<file path="src/rtl/divide.sv">
// rtl/divide.sv - sequential restoring unsigned divider, one quotient bit per clock
//
// Computes D = A / B and R = A % B for unsigned WIDTH-bit operands.
// Divide-by-zero yields D = all ones, R = A, err = 1. This matches RISC-V DIVU/REMU.
//
// Ports:
//   clk    in   rising-edge clock
//   reset  in   synchronous active-high reset; aborts any operation in progress
//   start  in   level request; sampled in IDLE, must drop to leave DONE
//   A      in   dividend (WIDTH)
//   B      in   divisor  (WIDTH)
//   D      out  quotient, registered, updates only on entry to DONE
//   R      out  remainder, registered, updates only on entry to DONE
//   ok     out  result valid; high while in DONE
//   err    out  divide-by-zero flag, meaningful while ok = 1
module divide #(
    parameter int WIDTH = 32
) (
    input  logic             clk,
    input  logic             reset,
    input  logic             start,
    input  logic [WIDTH-1:0] A,
    input  logic [WIDTH-1:0] B,
    output logic [WIDTH-1:0] D,
    output logic [WIDTH-1:0] R,
    output logic             ok,
    output logic             err
);

    localparam int             CW   = $clog2(WIDTH) + 1;
    localparam logic [CW-1:0]  LAST = CW'(WIDTH - 1);

    typedef enum logic [1:0] {
        S_IDLE,
        S_BUSY,
        S_DONE
    } state_t;

    state_t           state_q, state_d;
    logic [CW-1:0]    cnt_q, cnt_d;
    logic [WIDTH-1:0] q_q, q_d;       // dividend shifting out, quotient shifting in
    logic [WIDTH-1:0] rem_q, rem_d;   // partial remainder
    logic [WIDTH-1:0] div_q, div_d;   // latched divisor
    logic [WIDTH-1:0] d_q, d_d;
    logic [WIDTH-1:0] r_q, r_d;
    logic             ok_q, ok_d;
    logic             err_q, err_d;

    // One restoring step. The shifted remainder keeps its top bit, so a
    // divisor above 2^(WIDTH-1) still compares correctly.
    logic [WIDTH:0]   rem_shift;
    logic             ge;
    logic [WIDTH-1:0] rem_diff;
    logic [WIDTH-1:0] rem_step;
    logic [WIDTH-1:0] q_step;

    always_comb begin
        rem_shift = {rem_q, q_q[WIDTH-1]};
        ge        = (rem_shift >= {1'b0, div_q});
        // When ge holds, the true difference is below div_q, so WIDTH bits suffice.
        rem_diff  = rem_shift[WIDTH-1:0] - div_q;
        rem_step  = ge ? rem_diff : rem_shift[WIDTH-1:0];
        q_step    = {q_q[WIDTH-2:0], ge};
    end

    always_comb begin
        state_d = state_q;
        cnt_d   = cnt_q;
        q_d     = q_q;
        rem_d   = rem_q;
        div_d   = div_q;
        d_d     = d_q;
        r_d     = r_q;
        ok_d    = ok_q;
        err_d   = err_q;

        case (state_q)
            S_IDLE: begin
                ok_d  = 1'b0;
                err_d = 1'b0;
                if (start) begin
                    if (B == '0) begin
                        d_d     = '1;
                        r_d     = A;
                        ok_d    = 1'b1;
                        err_d   = 1'b1;
                        state_d = S_DONE;
                    end else begin
                        q_d     = A;
                        div_d   = B;
                        rem_d   = '0;
                        cnt_d   = '0;
                        state_d = S_BUSY;
                    end
                end
            end
            S_BUSY: begin
                q_d   = q_step;
                rem_d = rem_step;
                cnt_d = cnt_q + CW'(1);
                // The final step publishes its own result on the same edge.
                if (cnt_q == LAST) begin
                    d_d     = q_step;
                    r_d     = rem_step;
                    ok_d    = 1'b1;
                    err_d   = 1'b0;
                    state_d = S_DONE;
                end
            end
            S_DONE: begin
                if (!start) begin
                    ok_d    = 1'b0;
                    err_d   = 1'b0;
                    state_d = S_IDLE;
                end
            end
            default: begin
                ok_d    = 1'b0;
                err_d   = 1'b0;
                state_d = S_IDLE;
            end
        endcase
    end

    always_ff @(posedge clk) begin
        if (reset) begin
            state_q <= S_IDLE;
            cnt_q   <= '0;
            q_q     <= '0;
            rem_q   <= '0;
            div_q   <= '0;
            d_q     <= '0;
            r_q     <= '0;
            ok_q    <= 1'b0;
            err_q   <= 1'b0;
        end else begin
            state_q <= state_d;
            cnt_q   <= cnt_d;
            q_q     <= q_d;
            rem_q   <= rem_d;
            div_q   <= div_d;
            d_q     <= d_d;
            r_q     <= r_d;
            ok_q    <= ok_d;
            err_q   <= err_d;
        end
    end

    assign D   = d_q;
    assign R   = r_q;
    assign ok  = ok_q;
    assign err = err_q;

endmodule

</file>
<file path="config.mk">
export PLATFORM = sky130hd
export DESIGN_NAME = divide
export DESIGN_NICKNAME = d
export VERILOG_FILES = /design/src/rtl/divide.sv
export SDC_FILE = /design/constraint.sdc
export NUM_CORES = 1
export LEC_CHECK = 0
export ABC_CLOCK_PERIOD_IN_PS = 3600
export BUFFER_PORTS_ARGS = -buffer_cell sky130_fd_sc_hd__buf_4
export CAP_MARGIN = 25
export CORE_ASPECT_RATIO = 1.1
export CORE_MARGIN = 2
export CORE_UTILIZATION = 57
export DETAILED_ROUTE_END_ITERATION = 10
export PLACE_DENSITY = 0.8
export SYNTH_ARGS = -nofsm -noshare
export SYNTH_HDL_FRONTEND = slang
export SYNTH_SLANG_ARGS = --single-unit
</file>
<file path="constraint.sdc">
create_clock -name clk -period 3.6 [get_ports clk]
set_clock_uncertainty 0.05 [all_clocks]
set_input_delay 0.18 -clock clk [delete_from_list [all_inputs] [get_ports clk]]
set_output_delay 0.18 -clock clk [all_outputs]
set_load 0.01 [all_outputs]
</file>
==> results_dict.tcl, run 1 <==
set metrics [dict create \
    outcome "finished clean" \
    vias 8326 \
    worstSetupPathType "reg -> reg" \
    die-area_mm2 0.0163 \
    layout.nets 1304 \
    startpoint_type "flop" \
    ys_seq_area_share_pct 39.1 \
    synth-simple-area-share_pct 23.2 \
    drtPass1Iterations 5 \
    placement.setup.worst_slack_ps 421 \
    synth_edf_count 0 \
    use_met2_pct 44.6 \
    synth_adder_area_share_pct 4.97 \
    io_buffers 132 \
    fin_crit_sh_pct 89.5 \
    synth_area_leader_cell "dfxtp_1" \
    total_power_mw 9.06 \
    htreeDepth 4 \
    rr_startpoint "q_q[31]" \
    initial_core_util_pct 58.1 \
    grt_pass1_vias 7387 \
    core.rowCount 47 \
    drt_iter0_markers 960 \
    post-route-min-period_ps 3220 \
    pin_count 133 \
    totalWireLength_um 23600 \
    cts_tree "yes" \
    ys.flop_type "dfxtp_1" \
    setup_viol 0 \
    gp_congestion 0.908 \
    clkSinkCount 170 \
    maxCapViolations 0 \
    globalRouteMet1Util_pct 41.9 \
    reg2regPathDepth 13 \
    synth_area_mm2 0.00871 \
    crit_family "compound AO/OA/AOI/OAI gates" \
    critPathLaunch "q_q[31]" \
    core-area_mm2 0.0150 \
    drc 0 \
    synth.distinct_cells 69 \
    crit_slowest_cell "fa_1" \
    finalNonFillerCells 1411 \
    seqCellArea_mm2 0.00340 \
    cts_root_buf "clkbuf_16" \
    synth-async-reset-ratio_pct 0 \
    wire_per_inst_um 16.7 \
    fmax_ghz 0.311 \
    cp.arrival_ps 3500 \
    yosys_warnings 0 \
    setup_slack_ps 379 \
    hold_path_class "in -> reg" \
    ir_worst_vdd_uv 776 \
    place_hpwl_um 16400 \
    antenna_found_initial 0 \
    cts-buffers-inserted 17 \
    critPathMaxStageDelay_ps 410 \
    multi_input_area_mm2 0.00485 \
    synth_top_family_by_area "simple AND/OR/NAND/NOR gates" \
    syn_to_final_growth_pct 23.2 \
    grt_pass1_wl_um 37900 \
    final.setup.tns_ps 0 \
    worst_pin_slew_ps 1010 \
    synthMuxAreaShare_pct 5.73 \
    drive_above_1_share_pct 16.6 \
    yosys-top-cells-area "dfxtp_1 39%, nor2_1 6.9%, nand2_1 6.0%, a311oi_1 5.4%, ha_1 4.7%" \
    min_from "A[29]" \
    p_leak_nw 4.46 \
    cp.required_ps 3880 \
    track_usage_pct 29.1 \
    synthTopCellsByCount "170 x dfxtp_1, 161 x nor2_1, 140 x nand2_1" \
    cp.buffers_inverters 2 \
    path_cells "inv_1 > ha_1 > inv_1 > fa_1 > a211oi_1 > o211ai_1 > and3_1 > or2_2 > a21boi_1 > xnor2_1 > mux2_1 > nand2_1 > a311oi_1" \
    cts_max_path_buffers 2 \
    grtUsageMet3_pct 5.48 \
    synth_xor_area_share_pct 2.82 \
    synth_compound_area_share_pct 18.7 \
    drv_slew 0 \
    syn_inst 1078 \
    worst_skew_pair.late_latency_ps 430 \
    clkTransAtPathRegs_ps 70 \
    worstHoldPathCells 3 \
    synth.most_common_cell "dfxtp_1" \
    syn_area_per_cell_um2 8.08 \
    ant_nets 0 \
    endpoint_kind "flop" \
    grt_max_degree 92 \
    cp_common_cell "inv_1" \
    synth_seq_cells 170 \
    dp.cells 1343 \
    maxSlewHeadroom_pct 32.6 \
    cp_max_fo 3 \
    grt.overflow.total 0 \
    path_depth 13 \
    nFillCells 1203 \
    antenna_cells 0 \
    p_per_area_mw_per_mm2 844 \
    die_w_um 122 \
    yosysTopAreaCellShare_pct 39.1 \
    synth_nets 1179 \
    rsz0062_at_grt "false" \
    viasPerCell 5.90 \
    die_h_um 134 \
    cts_resized 0 \
    hold_viol_final 0 \
    grt.busiest_layer "met2" \
]
## tightest hold or removal path: stages
cell and delay (ps):
buf_4 110, nand2_1 70, a311oi_1 80
## power by group
part           internal (mW)  switching (mW)  total (mW)  leakage [nW]
Sequential              2.07           0.187        2.26          1.38
Clock                   1.12           0.795        1.91         0.304
Combinational           1.95            2.93        4.89          2.77
Total                   5.14            3.92        9.06          4.46
## layer usage
metal | up-vias | routed length (um) | share of wire, %
met5 | - | 0 | 0
met4 | 0 | 391 | 1.7
met3 | 32 | 1600 | 6.8
met2 | 315 | 10600 | 45
met1 | 3902 | 11000 | 47
li1 | 4077 | - | -
## state kept, by name, indices dropped and copies added (netlist names)
signal   cells
rem_q       32
cnt_q        6
err          1
ok           1
D           32
R           32
div_q       32
q_q         32
state_q      2
## placed cells by master (no fill, tap or decap), drive strengths merged, types with 8 or more instances in the layout
master | synthesis | final
buf | 23 | 144
a211oi | 12 | 12
xor2 | 8 | 8
ha | 33 | 33
dlygate4sd3 | 0 | 37
a31oi | 8 | 8
mux2i | 33 | 33
a21oi | 67 | 67
xnor2 | 20 | 20
nand3 | 16 | 16
nand2 | 140 | 140
nor2 | 162 | 162
a311oi | 58 | 58
o211ai | 13 | 13
o21ai | 31 | 31
clkbuf | 52 | 18
mux2 | 15 | 15
nor3 | 70 | 70
nand4 | 13 | 13
inv | 39 | 43
and2 | 9 | 9
a21o | 18 | 18
dfxtp | 170 | 170
nor4 | 9 | 9
## logic make-up (layout without fill, tap and decap cells)
logic type / Yosys count / in the layout
and+or+nand+nor: 454 / 454
AOI/OAI and AO/OA: 230 / 230
DFF: 170 / 170
buffers and inverters: 114 / 251
muxes: 48 / 48
adders and majority gates: 34 / 34
xor gates and xnor gates: 28 / 28
## final cells by class
type                       count  share of cell area [%]
multi-input combinational    794                    45.2
sequential                   170                    31.7
timing repair buffer         181                    13.8
clock buffer                  18                    4.09
tap                          196                    2.29
clock inverter                13                    1.56
inverter                      39                    1.36
## stage by stage
stage / hold WS (ps) / instance area (um^2) / util, %
floorplan: 274 / 8710 / -
global placement: 370 / 9750 / 65.0
detailed placement: 378 / 9750 / 65.0
CTS: 0.314 / 10700 / 71.5
global route: 6.54 / 10700 / 71.5
finish: 4.41 / 10700 / 71.5
## final timing paths
path	endpoint	slack (ps)
worst max-delay path	R[22]	380
worst min-delay path	q_q[29]	4
worst max register to register	R[22]	380
worst min register to register	rem_q[11]	430
## repair_timing
action                                  CTS  global route
endpoints found under the hold margin    37             0
hold buffers                             37             0
endpoints found under the setup margin    0             0
buffers inserted                          0             0
No activity file was read; power rests on OpenSTA's default activity.
==> run 2, diff against run 1 <==
- BUFFER_PORTS_ARGS: -buffer_cell sky130_fd_sc_hd__buf_4 -> not set
- CORE_UTILIZATION: 57 -> 64
- DONT_BUFFER_PORTS: not set -> 1
==> results_dict.tcl, run 2 (synthesized netlist as in run 1, its figures left out) <==
set metrics [dict create \
    outcome "finished clean" \
    cts_root_buf "clkbuf_16" \
    path_depth 12 \
    post-route-min-period_ps 3140 \
    combinationalPowerShare_pct 54.7 \
    fin_crit_sh_pct 87.3 \
    critPathLaunch "q_q[31]" \
    ir_worst_vdd_uv 958 \
    initial_core_util_pct 65.6 \
    cp.required_ps 3880 \
    cts-buffers-inserted 17 \
    drc 0 \
    layout.nets 1195 \
    pin_count 133 \
    wire_per_inst_um 18.3 \
    worstSetupPathType "reg -> reg" \
    htreeDepth 4 \
    final_cell_area_mm2 0.00992 \
    place_hpwl_um 15600 \
    startpoint_type "flop" \
    hold_buffers 64 \
    ant_nets 0 \
    hold_path_class "in -> reg" \
    final_common_cell "dfxtp_1" \
    grt_max_degree 169 \
    core-area_mm2 0.0133 \
    p_leak_nw 3.85 \
    maxCapViolations 0 \
    track_usage_pct 32.1 \
    antenna_found_initial 0 \
    r2r_setup_slack_ps 460 \
    placed_cell_area_mm2 0.00870 \
    io_buffers 0 \
    nFillCells 1008 \
    cts_tree "yes" \
    fmax_ghz 0.318 \
    grt.overflow.total 0 \
    layout_common_cells "170 x dfxtp_1, 159 x nor2_1, 140 x nand2_1" \
    cts_resized 0 \
    placement.setup.worst_slack_ps 552 \
    dp.cells 1195 \
    cts_max_path_buffers 2 \
    rsz0062_at_grt "false" \
    cp.buffers_inverters 2 \
    setup_viol 0 \
    p_per_area_mw_per_mm2 895 \
    hold_viol_final 0 \
    critPathMaxStageDelay_ps 420 \
    clkSinkCount 170 \
    vias 8024 \
    rr_startpoint "q_q[31]" \
    core.rowCount 44 \
    cp_max_fo 3 \
    grt_pass1_wl_um 37500 \
    crit_family "compound AO/OA/AOI/OAI gates" \
    die-area_mm2 0.0146 \
    cp.arrival_ps 3420 \
    worst_pin_slew_ps 759 \
    reg2regPathDepth 12 \
    endpoint "R[30]" \
    totalWireLength_um 23600 \
    gp_congestion 0.930 \
    die_w_um 115 \
    drtPass1Iterations 6 \
    swShare_pct 44.0 \
    endpoint_kind "flop" \
    clkTransAtPathRegs_ps 60 \
    finalNonFillerCells 1290 \
    drv_slew 0 \
    viasPerCell 6.22 \
    cts_setup_buffers 0 \
    clkPwrFrac_pct 19.8 \
    path_cells "inv_1 > ha_1 > inv_1 > fa_1 > a211oi_1 > o211ai_1 > and3_1 > o211ai_1 > a31oi_1 > o21ai_0 > o21ai_0 > a211oi_1" \
    worst_skew_pair.late_latency_ps 430 \
    antenna_cells 0 \
    pwr-share-seq_pct 25.5 \
    syn_to_final_growth_pct 13.9 \
    switchingPower_mw 3.90 \
    drive_above_1_share_pct 5.97 \
    maxSlewHeadroom_pct 49.4 \
    setup_slack_ps 458 \
    drt_iter0_markers 1036 \
    grt_pass1_vias 7364 \
    utilization_pct 74.8 \
    die_h_um 126 \
    crit_slowest_cell "fa_1" \
    power.internal_mw 4.98 \
    r2r_end "R[30]" \
    final.setup.tns_ps 0 \
]
run 2: changes by cell type in the layout (fill, tap and decap cells not counted), sizes merged:
cell and delta:
clkbuf +1, buf -135, clkinvlp +2, dlygate4sd3 +26, bufinv -2, clkinv -1
run 2: per-stage QoR:
step,hold slack (ps),total power [mW]
CTS,4.63,8.74
global route,39.0,9.39
floorplan,274,6.12
detailed placement,212,6.86
finish,4.92,8.88
global placement,211,6.85
run 2: how the worst min path moves through the flow:
stage	from	to	slack (ps)	cells past startpoint
5_1_grt	A[23]	R[23]	40	2
3_3_place_gp	reset	err	210	1
3_5_place_dp	reset	ok	210	1
4_1_cts	A[23]	R[23]	5	2
6_report	A[23]	R[23]	5	2
2_1_floorplan	B[0]	div_q[0]	270	2
run 2: area by class of cell:
| class | count | area [um^2] | share of cell area (%) |
|---|---|---|---|
| clock buffers | 19 | 443 | 4.47 |
| multi-input cells | 794 | 4850 | 48.9 |
| clock inverters | 12 | 115 | 1.16 |
| well taps | 184 | 230 | 2.32 |
| flip-flops and latches | 170 | 3400 | 34.3 |
| repair buffers | 72 | 731 | 7.37 |
| inverters | 39 | 146 | 1.48 |
run 2: power by group through the flow:
stage | registers [mW] | logic (mW) | clock network [mW]
after floorplan | 2.22 | 3.90 | 0
after global routing | 2.28 | 5.26 | 1.85
after detailed placement | 2.29 | 4.57 | 0
final | 2.26 | 4.86 | 1.76
after global placement | 2.29 | 4.57 | 0
after CTS | 2.25 | 4.72 | 1.76
run 2: worst reg2reg max path, stage by stage, from the launching register on:
cell      delay [ps]
dfxtp_1          320
inv_1             60
ha_1             160
inv_1             60
fa_1             420
a211oi_1         370
o211ai_1         210
and3_1           210
o211ai_1         230
a31oi_1          150
o21ai_0          310
o21ai_0          200
a211oi_1         300
run 2: metal layers:
| layer | track usage [%] | share of wire, % | vias to the layer above |
|---|---|---|---|
| met2 | 48.9 | 45 | 383 |
| met3 | 6.59 | 8.3 | 46 |
| met5 | 0 | 0 | - |
| li1 | - | - | 3853 |
| met1 | 45.7 | 44 | 3742 |
| met4 | 9.99 | 2.3 | 0 |
